$ cat config.mk
export PLATFORM = sky130hd
export DESIGN_NAME = decoder_scan
export DESIGN_NICKNAME = d
export VERILOG_FILES = /design/src/rtl/decoder_scan_pkg.sv /design/src/rtl/decoder_scan_timer.sv /design/src/rtl/decoder_scan.sv
export SDC_FILE = /design/constraint.sdc
export NUM_CORES = 1
export LEC_CHECK = 0
export ABC_AREA = 1
export ABC_CLOCK_PERIOD_IN_PS = 2410
export BUFFER_PORTS_ARGS = -buffer_cell sky130_fd_sc_hd__buf_4
export CORE_UTILIZATION = 57
export CTS_BUF_LIST = sky130_fd_sc_hd__clkbuf_2 sky130_fd_sc_hd__clkbuf_4 sky130_fd_sc_hd__clkbuf_8
export DETAILED_ROUTE_END_ITERATION = 8
export GPL_TIMING_DRIVEN = 0
export PLACE_DENSITY = 0.88
export SLEW_MARGIN = 10
export SYNTH_ARGS = -nofsm -noshare
export SYNTH_HDL_FRONTEND = slang
export SYNTH_HIERARCHICAL = 1
export SYNTH_SLANG_ARGS = --single-unit
$ cat constraint.sdc
create_clock -name clk -period 2.41 [get_ports clk]
set_input_delay 0.1205 -clock clk [delete_from_list [all_inputs] [get_ports clk]]
set_output_delay 0.1205 -clock clk [all_outputs]
set_load 0.1 [all_outputs]
$ cat src/rtl/decoder_scan_pkg.sv
`default_nettype none
// ============================================================================
// Module   : decoder_pkg
// Purpose  : Shared FSM state encoding and mode constants for decoder_scan.
// Revision : 1.0 - initial release
// ============================================================================
package decoder_pkg;

   // FSM state encoding with an explicit 2-bit width
   typedef enum logic [1:0] {
      IDLE   = 2'd0,
      DECODE = 2'd1,
      SCAN   = 2'd2
   } state_t;

   // Values of the mode input
   localparam logic MODE_DECODE = 1'b0;
   localparam logic MODE_SCAN   = 1'b1;

endpackage
`default_nettype wire

$ cat src/rtl/decoder_scan_timer.sv
`default_nettype none
// ============================================================================
// Module   : scan_timer
// Purpose  : PERIOD-cycle step counter with synchronous clear and enable.
//            Emits a one-cycle step pulse on the last count of each period.
// Revision : 1.0 - initial release
// ============================================================================
module scan_timer #(
   parameter int PERIOD = 4
) (
   input  logic clk,
   input  logic rst_n,
   input  logic clr,
   input  logic en,
   output logic step
);

   localparam int              CNT_W  = (PERIOD > 1) ? $clog2(PERIOD) : 1;
   localparam logic [CNT_W-1:0] c_LAST = CNT_W'(PERIOD - 1);

   logic [CNT_W-1:0] r_cnt;

   // The step fires on the final count of an enabled period; clear wins
   assign step = en && !clr && (r_cnt == c_LAST);

   // Count enabled cycles, rolling over at PERIOD-1; frozen while en is low
   always_ff @(posedge clk or negedge rst_n) begin
      if (!rst_n) begin
         r_cnt <= '0;
      end else if (clr) begin
         r_cnt <= '0;
      end else if (en) begin
         r_cnt <= (r_cnt == c_LAST) ? '0 : r_cnt + 1'b1;
      end
   end

endmodule
`default_nettype wire

$ cat src/rtl/decoder_scan.sv
`default_nettype none
// ============================================================================
// Module   : decoder_scan
// Purpose  : Registered one-hot decoder with an auto-scan mode. DECODE loads
//            the select on a strobe; SCAN walks the channels every PERIOD
//            enabled cycles and pulses wrap when it returns to channel 0.
//            Optional macro DECODER_SCAN_MASK_EN adds a per-channel mask
//            input (1 = channel disabled).
// Revision : 1.0 - initial release
// ============================================================================
module decoder_scan
   import decoder_pkg::*;
#(
   parameter  int SEL_W      = 3,
   parameter  int PERIOD     = 4,
   parameter  bit ACTIVE_LOW = 1'b0,
   localparam int OUT_W      = 2**SEL_W
) (
   input  logic             clk,
   input  logic             rst_n,
   input  logic             en,
   input  logic             mode,
   input  logic             load,
   input  logic [SEL_W-1:0] i,
`ifdef DECODER_SCAN_MASK_EN
   input  logic [OUT_W-1:0] mask,
`endif
   output logic [OUT_W-1:0] y,
   output logic [SEL_W-1:0] idx,
   output logic             wrap
);

   state_t           r_state;
   state_t           w_state_nxt;
   logic [SEL_W-1:0] r_idx;
   logic [OUT_W-1:0] r_y_act;
   logic             r_wrap;

   logic [OUT_W-1:0] w_mask;
   logic             w_enter_scan;
   logic             w_scan_run;
   logic             w_do_load;
   logic             w_step;
   logic [SEL_W-1:0] w_step_idx;
   logic             w_step_ok;
   logic [SEL_W-1:0] w_first_idx;
   logic             w_first_ok;
   logic [SEL_W-1:0] w_idx_nxt;
   logic [OUT_W-1:0] w_y_nxt;
   logic             w_wrap_nxt;

`ifdef DECODER_SCAN_MASK_EN
   assign w_mask = mask;
`else
   assign w_mask = '0;
`endif

   function automatic logic [OUT_W-1:0] f_onehot(input logic [SEL_W-1:0] s);
      f_onehot    = '0;
      f_onehot[s] = 1'b1;
   endfunction

   // A mode change always beats load: loads only happen while staying in/entering DECODE
   assign w_enter_scan = en && (r_state != SCAN) && (mode == MODE_SCAN);
   assign w_scan_run   = en && (r_state == SCAN) && (mode == MODE_SCAN);
   assign w_do_load    = en && load && (mode == MODE_DECODE) &&
                         ((r_state == IDLE) || (r_state == DECODE));

   scan_timer #(
      .PERIOD (PERIOD)
   ) u_scan_timer (
      .clk   (clk),
      .rst_n (rst_n),
      .clr   (w_enter_scan),
      .en    (w_scan_run),
      .step  (w_step)
   );

   // Find the next unmasked channel after r_idx (circular) and the first from 0
   always_comb begin
      logic [SEL_W-1:0] w_cand;
      w_cand      = '0;
      w_step_idx  = r_idx;
      w_step_ok   = 1'b0;
      w_first_idx = '0;
      w_first_ok  = 1'b0;
      // Descending loops so the nearest candidate is the one that sticks
      for (int k = OUT_W; k >= 1; k--) begin
         w_cand = r_idx + SEL_W'(k);
         if (!w_mask[w_cand]) begin
            w_step_idx = w_cand;
            w_step_ok  = 1'b1;
         end
      end
      for (int j = OUT_W - 1; j >= 0; j--) begin
         if (!w_mask[SEL_W'(j)]) begin
            w_first_idx = SEL_W'(j);
            w_first_ok  = 1'b1;
         end
      end
   end

   // State register
   always_ff @(posedge clk or negedge rst_n) begin
      if (!rst_n) begin
         r_state <= IDLE;
      end else begin
         r_state <= w_state_nxt;
      end
   end

   // Next-state logic; nothing moves while en is low
   always_comb begin
      w_state_nxt = r_state;
      if (en) begin
         case (r_state)
            IDLE: begin
               if (mode == MODE_SCAN) begin
                  w_state_nxt = SCAN;
               end else if (load) begin
                  w_state_nxt = DECODE;
               end
            end
            DECODE: begin
               if (mode == MODE_SCAN) begin
                  w_state_nxt = SCAN;
               end
            end
            SCAN: begin
               if (mode == MODE_DECODE) begin
                  w_state_nxt = DECODE;
               end
            end
            default: w_state_nxt = IDLE;
         endcase
      end
   end

   // Output next-values: scan entry, scan stepping, or decode load
   always_comb begin
      w_idx_nxt  = r_idx;
      w_y_nxt    = r_y_act;
      w_wrap_nxt = 1'b0;
      if (w_enter_scan) begin
         w_idx_nxt = w_first_idx;
         w_y_nxt   = w_first_ok ? f_onehot(w_first_idx) : '0;
      end else if (w_scan_run) begin
         if (w_step && w_step_ok) begin
            w_idx_nxt  = w_step_idx;
            w_y_nxt    = f_onehot(w_step_idx);
            // Landing at or below the current index means the scan went round
            w_wrap_nxt = (w_step_idx <= r_idx);
         end else begin
            // Refresh so a channel masked mid-scan goes inactive promptly
            w_y_nxt = f_onehot(r_idx) & ~w_mask;
         end
      end else if (w_do_load) begin
         w_idx_nxt = i;
         w_y_nxt   = f_onehot(i) & ~w_mask;
      end
   end

   // Output registers (active-high internally)
   always_ff @(posedge clk or negedge rst_n) begin
      if (!rst_n) begin
         r_idx   <= '0;
         r_y_act <= '0;
         r_wrap  <= 1'b0;
      end else begin
         r_idx   <= w_idx_nxt;
         r_y_act <= w_y_nxt;
         r_wrap  <= w_wrap_nxt;
      end
   end

   generate
      if (ACTIVE_LOW) begin : g_y_active_low
         assign y = ~r_y_act;
      end else begin : g_y_active_high
         assign y = r_y_act;
      end
   endgenerate

   assign idx  = r_idx;
   assign wrap = r_wrap;

endmodule
`default_nettype wire

---- Yosys cells after proc, flatten, opt, wreduce, memory -nomap -nowiden ----
Memory sizes are Yosys's and may differ from the RTL's.
Cells that the tools add are included.
word-level totals
  memories kept ........................... 8
  bits of input ports ..................... 8
  word-level logic and storage cells ...... 112
  bits in read-only memories .............. 64
  bits in registers ....................... 16
  output and inout bits ................... 12
memory list
  name             depth  bits a word  read ports  clocked after memory_dff  wr ports  line                RTL
  (no name shown)  8      1            1           0                         0         decoder_scan.sv:90  if (!w_mask[w_cand]) begin
  (no name shown)  8      1            1           0                         0         decoder_scan.sv:90
  (no name shown)  8      1            1           0                         0         decoder_scan.sv:90
  (no name shown)  8      1            1           0                         0         decoder_scan.sv:90
  (no name shown)  8      1            1           0                         0         decoder_scan.sv:90
  (no name shown)  8      1            1           0                         0         decoder_scan.sv:90
  +2 memories      n/a    n/a          n/a         n/a                       n/a       n/a
operators by class
  reductions and logical operators ........ 20
  order comparisons ....................... 14
  $add $sub $neg .......................... 8
  eq/ne operators ......................... 8
  mux-type cells .......................... 48
  bitwise logic cells ..................... 1
operators with widths
  operator                                                                              number
  3-bit by 4-bit less-than comparator with 1-bit output (second input constant)         10
  3-bit 2-to-1 mux                                                                      11
  8-bit 2-to-1 mux                                                                      4
  1-bit 2-to-1 mux                                                                      22
  2-bit 2-to-1 mux                                                                      7
  1-bit logical AND                                                                     13
  3-bit adder (second input constant)                                                   4
  1-bit demux with 3-bit select                                                         3
  3-bit by 1-bit greater-or-equal comparator with 1-bit output (second input constant)  3
  3-bit by 2-bit adder with 3-bit output (second input constant)                        2
  2-bit inequality test (second input constant)                                         3
  2-bit one-hot mux with 3 select lines                                                 1
  2-bit == test (second input constant)                                                 2
  4-bit AND reduction                                                                   1
  3-bit by 1-bit adder with 3-bit output (second input constant)                        1
  3-bit <= comparator                                                                   1
  3-bit by 2-bit inequality test with 1-bit output (second input constant)              1
  3-bit inequality test (second input constant)                                         1
  3-bit nonzero test                                                                    1
  2-bit by 1-bit adder with 2-bit output (second input constant)                        1
  2-bit by 1-bit == test with 1-bit output (second input constant)                      1
  2-bit zero test                                                                       1
  2-bit AND reduction                                                                   1
  2-bit nonzero test                                                                    1
  other kinds (3)                                                                       3

---- Logic depth before layout (Yosys ltp) ----
Gate-level depths: netlist of the first run.
  depth after elaboration ................. 17
  mapped depth ............................ 12
  depth with buffers taken out ............ 12

---- Hierarchy ----
Netlist of the first run, hierarchy kept.
by module, submodules not included
  module        times used  sequential area each (um^2)  area an instance (um^2)  cells an instance
  decoder_scan  1           350.3                        1027.2                   159
  scan_timer    1           50.0                         110.1                    14

---- Least setup slack after synthesis of the first run ----
No wires, ideal clock.
  path kind ............................... register to register
  start point ............................. register r_idx[1] (netlist: idx[1])
  end point ............................... register r_wrap (netlist: wrap)
  path slack .............................. 0.272 ns
  period minus slack after synthesis ...... 2.138 ns
  arrival ................................. 2.017 ns
  library setup time ...................... 0.121 ns
  buffers on the path ..................... 0
  data required time ...................... 2.289 ns
  cell stages (with the launch flop) ...... 8
  cells stage by stage .................... dfrtp_1 -> inv_1 -> ha_1 -> inv_1 -> a21oi_1 -> o21ai_0 -> nand2_1 -> a21oi_1
between the ends
  longest elaborated chain between the ends .. 14
  elaborated cells on any way between the ends .. 43
  those cells by class .................... add/sub (7); order compare (1); mux (26); reduce/logical (1); memory (8)
RTL lines
  element                                                            line                                      RTL
  start, declared                                                    decoder_scan.sv:35                        logic [SEL_W-1:0] r_idx;
  start signal, assigned                                             decoder_scan.sv:170                       r_idx <= w_idx_nxt;
  3-bit adder or memory read 8 x 1 bit (tied branches)               n/a
  memory read 8 x 1 bit or 1-bit 2-to-1 mux (tied branches)          n/a
  1-bit 2-to-1 mux (implied by the code)                             decoder_scan.sv:90
  3-bit 2-to-1 mux or 1-bit 2-to-1 mux (tied branches) (7 in a row)  decoder_scan.sv:90
  3-bit <= comparator or 1-bit logical AND (tied branches)           decoder_scan.sv:152, decoder_scan.sv:148
  1-bit 2-to-1 mux (*)                                               decoder_scan.sv:148                       if (w_step && w_step_ok) begin
  1-bit 2-to-1 mux (*)                                               decoder_scan.sv:147                       end else if (w_scan_run) begin
  1-bit 2-to-1 mux (*)                                               decoder_scan.sv:144                       if (w_enter_scan) begin
  named net w_wrap_nxt                                               decoder_scan.sv:50                        logic w_wrap_nxt;
  end signal, assigned                                               decoder_scan.sv:172                       r_wrap <= w_wrap_nxt;
  end, declared                                                      decoder_scan.sv:37                        logic r_wrap;
Mark *: on every way through the listed nets, which the timed path passes. The rest lies on a longest branch. The select of a mux whose other input is x is not followed.
A chain may end at the register's enable or synchronous reset.

---- Final worst setup path of the first run ----
  start point ............................. register r_state[0]
  end point ............................... register r_y_act[6] (netlist: y[6])
between the ends
  elaborated cells on any way between the ends .. 18
  those cells by class .................... eq/ne (3); mux (3); reduce/logical (12)
RTL lines
  element                         line                      RTL
  start, declared                 decoder_scan.sv:33        state_t r_state;
  start signal, assigned          decoder_scan.sv:108       r_state <= w_state_nxt;
  2-bit == test                   decoder_scan.sv:65        assign w_scan_run = en && (r_state == SCAN) && (mode == MODE_SCAN);
  1-bit logical AND (2 in a row)  decoder_scan.sv:65
  named net w_scan_run            decoder_scan.sv:41        logic w_scan_run;
  1-bit logical AND (2 in a row)  decoder_scan_timer.sv:24  assign step = en && !clr && (r_cnt == c_LAST);
  named net w_step                decoder_scan.sv:43        logic w_step;
  1-bit logical AND               decoder_scan.sv:148
  8-bit 2-to-1 mux                decoder_scan.sv:148
  8-bit 2-to-1 mux                decoder_scan.sv:147
  8-bit 2-to-1 mux                decoder_scan.sv:144
  end signal, assigned            decoder_scan.sv:171       r_y_act <= w_y_nxt;
  end, declared                   decoder_scan.sv:36        logic [OUT_W-1:0] r_y_act;
The timed path passes the listed nets, and every way through them passes these cells.

==> impl_summary.md, run 1 <==
Placed design
Timing analysis after detailed placement gives a worst setup slack of between 0.3 and 0.4 ns. The congestion estimate from routability-driven global placement came to 0.885. The number of placed instances, taps included, is 217. In this run the cell area measured after placement is approximately 1300 sq um. The total of buffers placed on input and output ports is 19. The estimated wirelength of the detail-placed design is around 2000 um.

Drt
After detailed routing, the wire length on met1 is 1230 um. For this block, the initial DRC count from the detailed router was 65. Dividing the detail-routed wire length by the instance count gives ~12 um. The number of vias in the routed layout is 1201. After detailed routing, the total wire length is 2710 um. The uppermost layer routed is met4. Summed over all nets, wire length on met2 after detailed routing comes to 1270 um. The antenna violation net count after detailed routing is 0. The iteration count of the initial detailed-routing pass is 5. The remaining design rule violation count is 0.

Dividing the detail-routed via count by the number of cells gives 5.41. Wire segments on met3 add up to 159 um in the final route.

Clocking
The tree is rooted in a clkbuf_4. The post-cts gate resize count is 0. CTS built an H-tree with a depth of 1. The number of hold buffers added after CTS is 1.

Clock tree synthesis inserted a total of 3 buffers. After clock tree synthesis, the clock-pin slew on the worst setup and hold paths is 0.10 ns. In this run the post-CTS setup repair buffer count came out at 0. The maximum clock path buffer count is 2. The clock reaches the later pin of the worst-skew pair after approximately 0.3 ns. Clock tree synthesis found a total of 16 sinks. The CTS tree is yes.

Floorplan
For this configuration, the core starts out at a cell density of between 60% and 70%. The die span in x is ~47 um. The vertical die dimension is 46.7 um.

The area of the placeable core is ~1800 sq um. The die footprint is approximately 2200 sq um. After floorplanning, the core was divided into 15 placement rows. The number of top-level design ports is 20.

Global route
The first global-routing pass estimated 4460 um of wire. The number of antenna violations at the first check in global routing is 0. The total overflow left after global routing is 0. The aggregate global-route resource usage is 29.1%. The via count of the first global-routing pass is 1059. The largest net degree at the start of global routing is 17.

Final layout
Summing all multi-input logic gate instances after layout gives approximately 650 sq um. Compared with the post-synthesis result, the final layout area differs by 19.4%. The number of inserted diodes is 0. The most common cell after layout, fill and taps aside is nand2_1. In the final design database the tool counted between 200 and 250 nets.

After filler insertion, the fill cell instance count of the layout stands at 152. The fraction of final layout cells with drive strength greater than 1 is between 10% and 20%. Summing all flip-flop and latch instances after layout gives between 400 and 500 sq um. At the end of the flow the core is filled with cells to 75.3%.

In the layout the commonest cells are nand2_1, nand3_1, inv_1, buf_4, nor2_1. After routing the design area is 1360 sq um. Excluding fillers, the count of instances in the completed layout stands at roughly 220.

Outcome
The flow ran to the end, and the final reports show no timing, DRC or antenna violations.

Timing
Setup repair after global routing left no endpoint under its margin. The final hold violation count is 0. After layout, the worst path uses 89.3% of the clock period.

The achievable clock frequency is 464 MHz. The post-route worst hold slack is ~0.16 ns. Adding up every negative setup slack in the final design gives 0 ns.

The clock arrives with a little under 0.004 ns of skew. After layout, the worst setup slack is 0.257 ns. At the pin with the least slew margin, the transition time is 0.437 ns. The final-report setup violation count is 0.

For the finished layout, the period the worst path requires is 2.15 ns. The final-report max-slew violation count is 0. Measured against its own limit, the worst slew margin works out to between 70 and 80%.

Flow run
Max-cap violations in this run came to 0.

Power
Across the VDD grid, the largest voltage drop is 0.906 mV. The total leakage power is approximately 0.74 nW. For this design the ratio of total power to cell area is 1140 nW/um^2. The total power draw is 1.54 mW.

Logic synthesis
For this run, the number of Yosys warnings is 6. By area the synthesized netlist is led by dfrtp_1, nand2_1, nand3_1. The netlist uses 19 different library cells. The cell area that synthesis handed to floorplanning was 1140 sq um. The portion of the post-synthesis area used by sequential elements is approximately a third.

After synthesis the netlist holds a flip-flop and latch count of 16. After synthesis, the largest area contributor takes up 35.2% of total cell area. Counting every instance in the synthesized netlist gives 173. The cell taking the most area after synthesis is dfrtp_1. The net count after synthesis is 184. A synthesized cell averages 6.57 sq um.

Worst setup path
By startpoint and endpoint, the worst setup path is classified as register to register. The startpoint type of the worst setup path is a register. The highest net fanout along the worst path is 6.

The worst endpoint required time is 2.61 ns. The kind of capture point of the worst setup path is a register. STA puts the critical path data arrival time at 2.35 ns.

Worst hold path
The classification of the worst-slack hold path is primary input to register.
final cells by class:
type / count / area share [%]
Buffer: 1 / 0.369
Inverter: 22 / 6.08
Clock buffer: 4 / 2.67
Timing Repair Buffer: 20 / 11.2
Multi-Input combinational cell: 134 / 47.8
Tap cell: 25 / 2.30
Sequential cell: 16 / 29.5
sequential cells by signal, indices dropped and copies added, names as in the netlist:
signal / count
wrap: 1
y: 8
r_state: 2
u_scan_timer/r_cnt: 2
idx: 3
report_power, final:
| group | internal [mW] | total (mW) | switching [mW] |
|---|---|---|---|
| Sequential | 0.347 | 0.435 | 0.0883 |
| Combinational | 0.212 | 0.924 | 0.711 |
| Clock | 0.0922 | 0.186 | 0.0939 |
| Total | 0.651 | 1.54 | 0.894 |
metal layers:
metal | track usage (%) | vias up
met5 | 0 | -
met4 | 11.4 | 0
met3 | 2.75 | 5
met2 | 46.7 | 47
met1 | 40.0 | 546
li1 | - | 603
kinds of logic (layout without fill, tap and decap cells):
family          after synthesis  count (layout)  synth area share (%)
simple gates                107             107                  43.0
compound gates               24              24                  10.8
buf+inv                      23              47                  7.70
flops                        16              16                  35.2
fa+ha+maj                     3               3                  3.30
Yosys cell counts:
cell type	instances
nand2_1	54
nor2_8	1
o22ai_1	1
nand3_1	22
dfrtp_1	16
buf_2	1
inv_2	3
nor3b_1	1
nor2_4	2
a31oi_1	1
a21oi_1	6
o21ai_0	16
nand2_4	1
nor3_1	2
ha_1	3
nor2_1	18
nand2_2	5
inv_1	19
nor2_2	1
worst max-delay path, stage by stage, from the launching register on:
cell and delay [ns]:
dfrtp_1 0.44, inv_1 0.13, nand2_2 0.09, nor2_4 0.15, inv_1 0.08, nor3b_1 0.39
inv_1 0.24, nand2_2 0.15, inv_2 0.07, nand2_1 0.09, nand2_1 0.07, nor2_1 0.10
nor2_1 0.05
final timing paths:
path	from	to	slack, ns	cells after the start
max	r_state[0]	y[6]	0.26	12
min	en	r_state[0]	0.16	3
max reg2reg	r_state[0]	y[6]	0.26	12
min reg2reg	y[5]	y[5]	0.49	2
max in group asynchronous	rst_n	y[4]	2.02	2
min in group asynchronous	rst_n	r_state[0]	0.20	2
No activity file was read; power rests on OpenSTA's default activity.
==> inputs of run 2 (changes only) <==
Settings changed: PLACE_DENSITY 0.88 to 0.84.
==> run 2 against run 1 <==
Effect of this change: clock-buffer cell count did not move; setup slack improved by 0.072 ns; clock skew decreased by 0.00073 ns; sequential cell count unchanged; final cell count unchanged; utilization is the same; via count fell by 1.0%; cell area did not move; global-route usage is 1.5 points lower; critical path type unchanged.
==> impl_summary.md, run 2 (synthesized netlist as in run 1, its figures left out) <==
Drt
The average wire length per cell after detail routing is 11.9 um. Before antenna repair, the detailed router went through 4 iterations. The final route contains 1189 vias.

The remaining design rule violation count is 0. The detailed-route wire length is around 2600 um. The routed via count divided by cell count is around 5.4. The first routing iteration left 46 violations. The antenna violation net count after detailed routing is 0.

Placed design
Summed over all nets, the half-perimeter wirelength after detailed placement is 2010 um. The congestion estimate from routability-driven global placement came to a little over 0.9. Including well taps, the total number of placed cells is 217. The total of buffers placed on input and output ports is 19.

Global route
The via count of the first global-routing pass is 1057. Entering global routing, the biggest net connects 17 pins. The met3 track utilization from global routing is 3.14%.

Global routing consumed, on the met2 layer, between 40 and 50% of the routing resources. Global routing used 27.6% of the available tracks. The number of antenna violations at the first check in global routing was 0. The first-pass GRT wire length is between 4000 and 5000 um. The aggregate global routing overflow is 0.

Global routing consumed, on the met1 layer, 32.9% of the routing resources. The layer flagged by global routing as most heavily used is met2.

Worst setup path
By instance count, the cell type seen most on the critical path is inv_1. The critical-path cell with the highest stage delay is dfrtp_1. The worst endpoint required time is between 2 and 3 ns. The startpoint type of the worst setup path is a register. The highest net fanout along the worst path is 6. Walking the worst path, the cells encountered are inv_1 > nand2_2 > nor2_4 > inv_1 > nor3b_1 > inv_1 > nand2_2 > inv_2 > nand2_1 > nand2_1 > nor2_1 > nor2_1. Data on the critical path arrives at its endpoint at 2.28 ns. The category of the most critical setup path is register to register. The delay of the slowest cell on the worst path is 0.43 ns. For flop-to-flop paths, the worst setup slack is 0.33 ns. The worst setup path is captured at a register.

Final layout
Measured on the finished design, the core utilization comes to between 70% and 80%. In the final design database the tool counted 209 nets. The fraction of final layout cells with drive strength greater than 1 is 18.8%.

The library cells used most frequently in the layout, excluding fill and tap cells, are nand2_1, nand3_1, inv_1, buf_4, nor2_1. The most common cell after layout, fill and taps aside is nand2_1. The number of inserted diodes is 0. Compared with the post-synthesis result, the final layout area differs by 19.4%. The finished layout holds ~220 standard cells, fillers aside. The register with the most flip-flops in the layout has 8 of them.

Floorplan
The die covers roughly 2200 sq um. Row generation in the floorplan step produced 15 rows. The die is 46.7 um wide. 20 I/O pins were placed. The initial utilization of the core area, before any placement, comes to 63.1%. The total area inside the core boundary comes to roughly 1800 sq um. The vertical die dimension is 46.7 um.

Power
Cell internal power was estimated by the tool at 651 uW. Summed over all nets, the switching power comes to 883 uW. Power spread over the standard cell area amounts to 1130 nW/um^2.

The clock network power share is between 10% and 20%. The worst-case vdd ir drop is roughly 0.74 mV. For this design the static power due to leakage is 0.743 nW. The net switching fraction of the power is 57.6%. Of the total power, registers draw 28.3%. Combinational cells account for 59.9% of the total power.

Timing
The tightest slew margin relative to the limit is a little under three quarters. The final-report max-slew violation count is 0. The worst path uses 86.4% of the clock period. The clock skew after layout is 0.00312 ns. The clock period minus worst slack is 2.08 ns. Setup violations remaining at the end of the flow were counted as 0. Derived from the worst setup path, the maximum achievable clock frequency is 480 MHz. Summed over all failing endpoints, the final setup total negative slack is 0 ns. The final hold violation count was 0. Setup repair after global routing left no endpoint under its margin. At the pin with the least slew margin, the transition time is about 0.42 ns.

Clocking
The maximum clock path buffer count is 2. The root buffer cell chosen for the clock tree is clkbuf_4. The TritonCTS sink count is 16. After clock tree synthesis, the clock-pin slew on the worst setup and hold paths is roughly 0.090 ns. The later pin in the worst-skew pair is clocked with a latency of a little under 0.3 ns. CTS built an H-tree with a depth of 1. In this run, post-CTS repair resized a total of 0 instances. Buffers inserted during clock tree synthesis total 3. The number of hold buffers added after CTS is 1. TritonCTS built the clock tree. The post-CTS setup-driven buffer insertion count is 0.

Flow run
The max capacitance violation total is 0.

Outcome
The flow ran to the end, and the final reports show no timing, DRC or antenna violations.

Worst hold path
The classification of the worst-slack hold path is primary input to register.
==> run 2: layer usage <==
layer  wire length (um)  share of wire (%)
met1               1130                 43
met3                150                5.7
met5                  0                  0
met4                106                4.0
met2               1260                 48
==> run 2: power groups by stage <==
stage          Sequential, mW  Combinational, mW  Clock [mW]
3_5_place_dp            0.438              0.910           0
6_report                0.435              0.918       0.181
4_1_cts                 0.433              0.916       0.185
5_1_grt                 0.447              0.984       0.197
3_3_place_gp            0.431              0.895           0
2_1_floorplan           0.799              0.347           0
==> run 2: per-stage QoR <==
stage          power [mW]  worst slack (ns)  cell area, sq um  hold WS [ns]
3_3_place_gp         1.33             0.419              1310       -0.0139
4_1_cts              1.53             0.382              1360         0.176
2_1_floorplan        1.15             0.272              1140        -0.175
3_5_place_dp         1.35             0.412              1310       -0.0113
5_1_grt              1.63             0.188              1360         0.206
6_report             1.53             0.328              1360         0.185
==> run 2: final cells by class <==
class,count,area [sq um]
multi-input cells,134,649
clock buffers,4,36.3
repair buffers,20,153
plain buffers,1,5.00
flip-flops and latches,16,400
inverters,22,82.6
fillers,156,444
well taps,25,31.3
==> run 2: critical path: cells and delay by family (launching register included) <==
kind | cells | cell delay (ns)
buf+inv | 4 | 0.51
simple gates | 8 | 1.04
flops | 1 | 0.43
==> run 2: path summary, 6_finish.rpt <==
path                                  from  cells after the start          to
worst max-delay path            r_state[0]                     12        y[0]
worst min-delay path                    en                      3  r_state[0]
worst max register to register  r_state[0]                     12        y[0]
worst min register to register        y[3]                      2        y[3]
max in group asynchronous            rst_n                      2        wrap
min in group asynchronous            rst_n                      2        y[0]
